<file path="src/rtl/dbg_dmi_pkg.sv">
// Shared DMI definitions: op/response encodings, request/response field
// offsets and the DMI-to-ICB bridge state encoding.
package dbg_dmi_pkg;

    // Field offsets inside the packed DMI request/response vectors
    localparam int unsigned DMI_OP_BITS   = 2;
    localparam int unsigned DMI_DATA_BITS = 32;
    localparam int unsigned REQ_OP_LSB    = 0;
    localparam int unsigned REQ_DATA_LSB  = DMI_OP_BITS;
    localparam int unsigned REQ_ADDR_LSB  = DMI_OP_BITS + DMI_DATA_BITS;
    localparam int unsigned RESP_CODE_LSB = 0;
    localparam int unsigned RESP_DATA_LSB = DMI_OP_BITS;

    typedef enum logic [1:0] {
        DMI_OP_NOP   = 2'b00,
        DMI_OP_READ  = 2'b01,
        DMI_OP_WRITE = 2'b10,
        DMI_OP_RSVD  = 2'b11
    } dmi_op_e;

    // BUSY is never produced here; kept for encoding compatibility
    typedef enum logic [1:0] {
        DMI_RESP_OK   = 2'b00,
        DMI_RESP_ERR  = 2'b10,
        DMI_RESP_BUSY = 2'b11
    } dmi_resp_e;

    typedef enum logic [1:0] {
        ST_IDLE = 2'd0,
        ST_CMD  = 2'd1,
        ST_RSP  = 2'd2,
        ST_RESP = 2'd3
    } b2i_state_e;

endpackage

</file>
<file path="src/rtl/debug_bus2icb.sv">
// DMI target that turns each DMI request into one ICB transaction.
// Ports:
//   clk, rst                     clock, async active-high reset
//   dtm_req_*                    DMI request channel (op/data/addr packed)
//   dtm_resp_*                   DMI response channel (code/data packed)
//   icb_cmd_*, icb_rsp_*         ICB initiator command/response channels
//   dmi_active                   FSM busy indicator
//   icb_err_cnt                  saturating count of ICB error responses
module debug_bus2icb
    import dbg_dmi_pkg::*;
#(
    parameter int unsigned DEBUG_DATA_BITS = 32,
    parameter int unsigned DEBUG_ADDR_BITS = 7,
    parameter int unsigned DEBUG_OP_BITS   = 2,
    parameter int unsigned DBUS_REQ_BITS   = DEBUG_OP_BITS + DEBUG_ADDR_BITS + DEBUG_DATA_BITS,
    parameter int unsigned DBUS_RESP_BITS  = DEBUG_OP_BITS + DEBUG_DATA_BITS,
    parameter logic [31:0] ICB_BASE_ADDR   = 32'h0000_0000
) (
    input  logic                        clk,
    input  logic                        rst,
    input  logic                        dtm_req_valid,
    output logic                        dtm_req_ready,
    input  logic [DBUS_REQ_BITS-1:0]    dtm_req_bits,
    output logic                        dtm_resp_valid,
    input  logic                        dtm_resp_ready,
    output logic [DBUS_RESP_BITS-1:0]   dtm_resp_bits,
    output logic                        icb_cmd_valid,
    input  logic                        icb_cmd_ready,
    output logic [31:0]                 icb_cmd_addr,
    output logic                        icb_cmd_read,
    output logic [31:0]                 icb_cmd_wdata,
    output logic [3:0]                  icb_cmd_wmask,
    input  logic                        icb_rsp_valid,
    output logic                        icb_rsp_ready,
    input  logic [31:0]                 icb_rsp_rdata,
    input  logic                        icb_rsp_err,
    output logic                        dmi_active,
    output logic [7:0]                  icb_err_cnt
);

    // Request field slices
    logic [DEBUG_OP_BITS-1:0]   req_op;
    logic [DEBUG_DATA_BITS-1:0] req_data;
    logic [DEBUG_ADDR_BITS-1:0] req_addr;

    assign req_op   = dtm_req_bits[REQ_OP_LSB   +: DEBUG_OP_BITS];
    assign req_data = dtm_req_bits[REQ_DATA_LSB +: DEBUG_DATA_BITS];
    assign req_addr = dtm_req_bits[REQ_ADDR_LSB +: DEBUG_ADDR_BITS];

    b2i_state_e                 state_q;
    logic [31:0]                cmd_addr_q;
    logic                       cmd_read_q;
    logic [DEBUG_DATA_BITS-1:0] cmd_wdata_q;
    dmi_resp_e                  resp_code_q;
    logic [DEBUG_DATA_BITS-1:0] resp_data_q;
    logic [7:0]                 err_cnt_q;

    // FSM plus command/response capture; fields only change on state entry
    always_ff @(posedge clk or posedge rst) begin
        if (rst) begin
            state_q     <= ST_IDLE;
            cmd_addr_q  <= '0;
            cmd_read_q  <= 1'b0;
            cmd_wdata_q <= '0;
            resp_code_q <= DMI_RESP_OK;
            resp_data_q <= '0;
            err_cnt_q   <= '0;
        end else begin
            case (state_q)
                ST_IDLE: begin
                    if (dtm_req_valid) begin
                        // Word-indexed DMI address becomes a byte offset, wrapping mod 2^32
                        cmd_addr_q  <= ICB_BASE_ADDR + 32'({req_addr, 2'b00});
                        cmd_read_q  <= (req_op == DMI_OP_READ);
                        cmd_wdata_q <= req_data;
                        resp_data_q <= '0;
                        case (req_op)
                            DMI_OP_READ, DMI_OP_WRITE: state_q <= ST_CMD;
                            DMI_OP_NOP: begin
                                resp_code_q <= DMI_RESP_OK;
                                state_q     <= ST_RESP;
                            end
                            default: begin
                                resp_code_q <= DMI_RESP_ERR;
                                state_q     <= ST_RESP;
                            end
                        endcase
                    end
                end
                ST_CMD: begin
                    if (icb_cmd_ready) begin
                        state_q <= ST_RSP;
                    end
                end
                ST_RSP: begin
                    if (icb_rsp_valid) begin
                        resp_data_q <= cmd_read_q ? icb_rsp_rdata : '0;
                        resp_code_q <= icb_rsp_err ? DMI_RESP_ERR : DMI_RESP_OK;
                        // Saturating error counter
                        if (icb_rsp_err && (err_cnt_q != 8'hFF)) begin
                            err_cnt_q <= err_cnt_q + 8'd1;
                        end
                        state_q <= ST_RESP;
                    end
                end
                ST_RESP: begin
                    if (dtm_resp_ready) begin
                        state_q <= ST_IDLE;
                    end
                end
                default: state_q <= ST_IDLE;
            endcase
        end
    end

    // Handshake outputs decoded from the state register only
    assign dtm_req_ready  = (state_q == ST_IDLE) && !rst;
    assign icb_cmd_valid  = (state_q == ST_CMD);
    assign icb_rsp_ready  = (state_q == ST_RSP);
    assign dtm_resp_valid = (state_q == ST_RESP);
    assign dmi_active     = (state_q != ST_IDLE);

    assign icb_cmd_addr   = cmd_addr_q;
    assign icb_cmd_read   = cmd_read_q;
    assign icb_cmd_wdata  = cmd_wdata_q;
    assign icb_cmd_wmask  = 4'hF;
    assign dtm_resp_bits  = {resp_data_q, resp_code_q};
    assign icb_err_cnt    = err_cnt_q;

endmodule

</file>
<file path="config.mk">
export PLATFORM = sky130hd
export DESIGN_NAME = debug_bus2icb
export DESIGN_NICKNAME = d
export VERILOG_FILES = /design/src/rtl/dbg_dmi_pkg.sv /design/src/rtl/debug_bus2icb.sv
export SDC_FILE = /design/constraint.sdc
export NUM_CORES = 1
export LEC_CHECK = 0
export BUFFER_PORTS_ARGS = -buffer_cell sky130_fd_sc_hd__buf_2
export CELL_PAD_IN_SITES_DETAIL_PLACEMENT = 1
export CELL_PAD_IN_SITES_GLOBAL_PLACEMENT = 2
export CORE_MARGIN = 2
export CORE_UTILIZATION = 29
export CTS_BUF_LIST = sky130_fd_sc_hd__clkbuf_2
export CTS_CLUSTER_DIAMETER = 50
export DETAILED_ROUTE_END_ITERATION = 10
export PLACE_DENSITY_LB_ADDON = 0.1
export SYNTH_ARGS = -nofsm -noshare
export SYNTH_HDL_FRONTEND = slang
export SYNTH_SLANG_ARGS = --single-unit
</file>
<file path="constraint.sdc">
create_clock -name clk -period 3.1 [get_ports clk]
set_input_delay 0.465 -clock clk [delete_from_list [all_inputs] [get_ports clk]]
set_output_delay 0.465 -clock clk [all_outputs]
set_load 0.005 [all_outputs]
</file>
==> impl_metrics.py, run 1 <==
metrics = {
    "yosys": {
        "synth_area_leaders": "dfrtp_1 54%, mux2_2 16%, buf_4 6.1%, mux2_1 5.9%, and3_1 5.4%",
        "syn_inst": 291,
        "syn_avg_cell_area_um2": 13.2,
        "synth_top_area_share_pct": 54.0,
        "yosysSeqAreaShare_pct": 54.0,
        "synth_most_common_cell": "dfrtp_1",
        "syn_area_um2": 3850,
        "synth-async-reset-ratio_pct": 100,
        "yosysTopAreaCell": "dfrtp_1",
        "synth.ff_latch_count": 83,
        "synthDistinctLibCells": 32,
        "yosysWarnings": 0,
        "synth_top_flop_cell": "dfrtp_1",
        "ys_top_cells_by_count": "83 x dfrtp_1, 55 x mux2_2, 33 x and3_1",
        "synth_edf_count": 0,
    },
    "setup_path": {
        "r2r-end": "icb_err_cnt[6]",
        "worst-setup-path-type": "flop to output port",
        "critical_path_peak_fanout": 36,
        "cp-end-kind": "output port",
        "r2r_start": "state_q[0]",
        "critPathRequiredTime_ns": 2.63,
        "start_kind": "flop",
        "r2r_cells": 6,
        "rrSetupSlack_ns": 0.99,
        "worstPathArrival_ns": 1.95,
    },
    "placed_design": {
        "portBuffers": 165,
        "pre_cts_slack_ns": 0.975,
        "dp.cells": 620,
        "gp_congestion": 0.697,
        "hpwl_mm": 7.06,
    },
    "drt": {
        "routed_wl_mm": 9.72,
        "drt_first_pass_iters": 4,
        "post_drt_wl_per_cell_um": 15.2,
        "first_iter_violations": 81,
        "drtAntennaViolNets": 0,
        "drc": 0,
        "dr_total_vias": 2747,
        "avgViaCountPerCell": 4.31,
    },
    "grt": {
        "grt_antenna_before_repair": 1,
        "gr-total-overflow": 0,
        "grt_usage_pct": 14.0,
        "grt_max_degree": 52,
        "grt_pass1_vias": 2847,
        "grt_pass1_wl_mm": 15.2,
    },
    "clock_tree": {
        "clock_latency_ns": 0.56,
        "htreeDepth": 3,
        "hold_buffers": 1,
        "clk_pin_slew_ns": 0.22,
        "ctsResizeCount": 0,
        "cts_buffer_depth": 2,
        "post_cts_buffers": 0,
        "clock_sinks": 83,
        "ctsRootBufferMaster": "clkbuf_2",
        "cts_tree": "yes",
        "numCtsBuffers": 9,
    },
    "sta": {
        "fin_worst_skew_ns": 0.0258,
        "min_period_ns": 2.42,
        "slew_headroom_pct": 41.2,
        "final_max_slew_viol_count": 0,
        "hold_viol_final": 0,
        "grt_setup_unrepaired": "false",
        "fmax_ghz": 0.414,
        "setup_slack_ns": 0.685,
        "setup_viol": 0,
        "tns_ns": 0,
        "worst_pin_slew_ns": 0.883,
        "post-route-period-util_pct": 77.9,
    },
    "finish": {
        "area_growth_pct": 25.6,
        "fin_cells": 638,
        "nNetsFinal": 544,
        "layout-drive-gt1-share_pct": 52.9,
    },
    "floorplan": {
        "coreArea_um2": 13100,
        "ios": 196,
        "row_count": 42,
        "fp.dieW_um": 119,
        "die-height_um": 119,
        "start_util_pct": 29.4,
        "die-area_um2": 14200,
    },
    "power_and_ir_drop": {
        "power_density_nw_per_um2": 819,
        "power.leakage_nw": 2.72,
        "max-vdd-ir-drop_v": 0.000337,
        "p_seq_share_pct": 44.8,
        "swShare_pct": 36.4,
        "internal_power_mw": 2.52,
        "p_sw_mw": 1.44,
        "pwr-share-clk_pct": 12.3,
        "comb_power_share_pct": 42.9,
    },
    "status": {
        "status": "complete, no violations",
    },
    "min_path": {
        "hold_depth": 2,
        "holdCritStartpoint": "dtm_req_bits[13]",
        "hp-class": "input port to flop",
        "holdPathEnd": "icb_cmd_wdata[11]",
    },
    "run": {
        "max-cap-violations": 0,
    },
}
==> power by group through the flow <==
stage	logic, mW	registers [mW]	clock network, mW
after global placement	1.72	1.79	0
after global routing	1.88	1.85	0.575
final	1.70	1.77	0.485
after floorplan	1.07	1.78	0
after detailed placement	1.75	1.81	0
after CTS	1.75	1.79	0.531
==> stage by stage <==
step / power, mW / utilization (%) / hold slack, ns / cell area (µm²)
after floorplan: 2.86 / - / 0.483 / 3950
after global placement: 3.51 / 36.2 / 0.462 / 4730
after detailed placement: 3.56 / 36.2 / 0.471 / 4730
after CTS: 4.07 / 36.9 / 0.0324 / 4830
after global routing: 4.30 / 36.9 / 0.0267 / 4830
final: 3.96 / 36.9 / 0.110 / 4830
==> cells by family (layout without fill, tap and decap cells) <==
| kind of cell | Yosys count | count (layout) | share of synthesized area (%) |
|---|---|---|---|
| AOI/OAI and AO/OA | 8 | 8 | 1.59 |
| buffers and inverters | 53 | 195 | 8.91 |
| other | 2 | 31 | 0.195 |
| muxes | 80 | 80 | 23.3 |
| and+or+nand+nor | 53 | 53 | 8.52 |
| adders and majority gates | 8 | 8 | 2.60 |
| xor gates and xnor gates | 4 | 4 | 0.911 |
| DFF | 83 | 83 | 54.0 |
==> flip-flops by register name, indices dropped and copies added, names as in the netlist <==
register       cells
icb_cmd_addr       7
icb_cmd_read       1
icb_cmd_wdata     32
icb_err_cnt        8
resp_code_q        1
resp_data_q       32
state_q            2
==> worst max-delay path, cell delays in order (launching register included) <==
cell and delay (ns):
dfrtp_1 0.45, inv_1 0.15, ha_1 0.26, buf_4 0.37, buf_2 0.19
==> final cells by class <==
cell class | count | area (µm²)
inverters | 9 | 35.0
flip-flops and latches | 83 | 2080
diodes | 1 | 2.50
well taps | 176 | 220
clock buffers | 11 | 55.1
repair buffers | 170 | 878
clock inverters | 5 | 30.0
fillers | 1511 | 8250
multi-input cells | 183 | 1530
==> layout by cell type, fill, tap and decap left out, drive strengths merged, types with 3 or more instances in the layout <==
cell type  Yosys  final
ha             8      8
clkinvlp       0      3
buf           38    169
clkbuf         6     11
xor2           3      3
conb           2     30
inv            9      8
clkinv         0      3
mux2i          5      5
nor3           3      3
mux2          75     75
and3          33     33
nor2           3      3
dfrtp         83     83
nand2          5      5
==> worst max-delay path by stage <==
| stage | from | to | slack (ns) |
|---|---|---|---|
| global route | state_q[0] | icb_rsp_ready | 0.52 |
| global placement | state_q[0] | icb_err_cnt[6] | 1.08 |
| detailed placement | state_q[0] | icb_err_cnt[6] | 0.98 |
| floorplan | rst | icb_cmd_addr[2] | 0.50 |
| finish | state_q[0] | icb_rsp_ready | 0.68 |
| CTS | state_q[0] | icb_rsp_ready | 0.58 |
==> per-layer routing <==
layer	GRT usage [%]	up-vias	routed length, µm
met4	6.70	0	181
met3	4.21	13	722
li1	-	1270	-
met2	22.4	105	4640
met1	17.1	1359	4180
met5	0	-	0
(Power assumes the default switching activity.)
==> run 2: changes to the inputs <==
- CORE_UTILIZATION: 29 -> 26
- clock period: 3.1 -> 2.2 ns (I/O delays scaled with it)
==> impl_metrics.py, run 2 (synthesized netlist as in run 1, its figures left out) <==
metrics = {
    "clock_tree": {
        "clk_pin_slew_ns": 0.24,
        "htreeDepth": 3,
        "ctsRootBufferMaster": "clkbuf_2",
        "numCtsBuffers": 9,
        "cts_tree": "yes",
        "clock_sinks": 83,
        "cts_buffer_depth": 2,
        "clock_latency_ns": 0.56,
    },
    "min_path": {
        "hp-class": "input port to flop",
        "holdPathEnd": "resp_data_q[0]",
        "holdCritStartpoint": "icb_rsp_rdata[0]",
        "hold_depth": 3,
    },
    "placed_design": {
        "dp.cells": 630,
        "portBuffers": 165,
        "hpwl_mm": 7.39,
        "gp_congestion": 0.747,
        "pre_cts_slack_ns": 0.230,
    },
    "run": {
        "max-cap-violations": 0,
    },
    "grt": {
        "grt_max_degree": 47,
        "grt_pass1_wl_mm": 16.8,
        "gr-total-overflow": 0,
        "grt_antenna_before_repair": 1,
        "grt_usage_pct": 13.7,
        "grt_pass1_vias": 3201,
    },
    "drt": {
        "drc": 0,
        "dr_total_vias": 2912,
        "drtAntennaViolNets": 0,
        "post_drt_wl_per_cell_um": 15.4,
        "drt_first_pass_iters": 5,
        "met1_length_mm": 4.34,
        "avgViaCountPerCell": 4.24,
        "routed_wl_mm": 10.6,
        "highest_layer": "met4",
        "first_iter_violations": 90,
        "wl_met3_um": 733,
        "met2WireLength_mm": 5.33,
    },
    "setup_path": {
        "critical_path_peak_fanout": 5,
        "start_kind": "flop",
        "rrSetupSlack_ns": 0.24,
        "r2r_cells": 5,
        "worst-setup-path-type": "flop to output port",
        "r2r_start": "state_q[0]",
        "r2r-end": "resp_code_q[1]",
        "cp-end-kind": "output port",
        "critPathRequiredTime_ns": 1.87,
        "worstPathArrival_ns": 1.67,
    },
    "finish": {
        "final_common_cell": "buf_2",
        "fin_cells": 686,
        "area_growth_pct": 37.4,
        "final_cell_mix": "165 x buf_2, 83 x dfrtp_1, 55 x mux2_2, 40 x dlygate4sd3_1, 33 x and3_1",
        "layout-drive-gt1-share_pct": 49.5,
        "nNetsFinal": 585,
    },
    "power_and_ir_drop": {
        "power_density_nw_per_um2": 1110,
        "power.leakage_nw": 2.91,
        "p_seq_share_pct": 42.1,
        "comb_power_share_pct": 44.4,
        "internal_power_mw": 3.77,
        "swShare_pct": 35.7,
        "max-vdd-ir-drop_v": 0.000414,
        "power_mw": 5.86,
        "pwr-share-clk_pct": 13.5,
        "p_sw_mw": 2.09,
    },
    "sta": {
        "tns_ns": 0,
        "fin_worst_skew_ns": 0.0254,
        "worst_pin_slew_ns": 0.608,
        "post-route-period-util_pct": 91.0,
        "setup_slack_ns": 0.197,
        "slew_headroom_pct": 59.5,
        "fmax_ghz": 0.499,
        "setup_viol": 0,
        "final_max_slew_viol_count": 0,
        "whs_ns": 0.0947,
        "hold_viol_final": 0,
        "grt_setup_unrepaired": "false",
        "min_period_ns": 2.00,
    },
    "floorplan": {
        "coreArea_um2": 14500,
        "die-area_um2": 15800,
        "row_count": 44,
        "fp.dieW_um": 126,
        "die-height_um": 126,
        "start_util_pct": 26.6,
        "ios": 196,
    },
    "status": {
        "status": "complete, no violations",
    },
}
[run 2: changes by cell type in the layout (fill, tap and decap cells not counted)]
cell,previous run,this run
clkinv_2,1,2
buf_12,1,2
ha_2,0,1
clkinv_1,2,0
ha_1,8,7
buf_4,3,4
bufinv_16,0,1
dlygate4sd3_1,1,40
clkbuf_2,11,10
[run 2: metal layers]
metal / vias up / GRT usage [%]
li1: 1356 / -
met1: 1431 / 15.8
met2: 113 / 23.8
met3: 12 / 3.95
met4: 0 / 5.75
met5: - / 0
[run 2: repair_timing]
| action | CTS | global route |
|---|---|---|
| hold endpoints to repair | 122 | 0 |
| hold buffers | 40 | 0 |
| gates resized for setup | 0 | 1 |
| setup endpoints to repair | 0 | 1 |
| setup buffers | 0 | 0 |
[run 2: worst max path at each step]
| stage | depth (start not counted) | endpoint | start | slack, ns |
|---|---|---|---|---|
| floorplan | 6 | resp_data_q[10] | state_q[0] | 0.43 |
| global placement | 5 | resp_code_q[1] | state_q[0] | 0.28 |
| detailed placement | 6 | resp_data_q[19] | state_q[0] | 0.23 |
| CTS | 5 | dtm_req_ready | state_q[0] | 0.05 |
| global route | 5 | dtm_req_ready | state_q[0] | 0.04 |
| finish | 5 | dtm_req_ready | state_q[1] | 0.20 |
[run 2: worst max-delay path: stages (launching register included)]
cell	delay, ns
dfrtp_1	0.45
inv_1	0.13
ha_2	0.25
inv_1	0.10
nor2_1	0.10
buf_2	0.11
[run 2: final cells by class]
type	count	area (µm²)
fill	1621	9190
clock buffer	10	50.0
multi-input combinational	183	1540
timing repair buffer	211	1300
clock inverter	5	55.1
sequential	83	2080
tap	184	230
inverter	9	37.5
antenna	1	2.50
[run 2: through the flow]
stage	cell area [µm²]	util, %
CTS	5280	36.5
global route	5290	36.5
finish	5290	36.5
floorplan	3960	-
global placement	4770	33.0
detailed placement	4770	33.0
[run 2: power by group through the flow]
stage                     sequential [mW]  clock, mW  combinational, mW
after floorplan                      2.51          0               1.51
after global placement               2.49          0               2.57
after detailed placement             2.51          0               2.61
after CTS                            2.48      0.861               2.67
after global routing                 2.57      0.916               2.88
final                                2.47      0.793               2.60
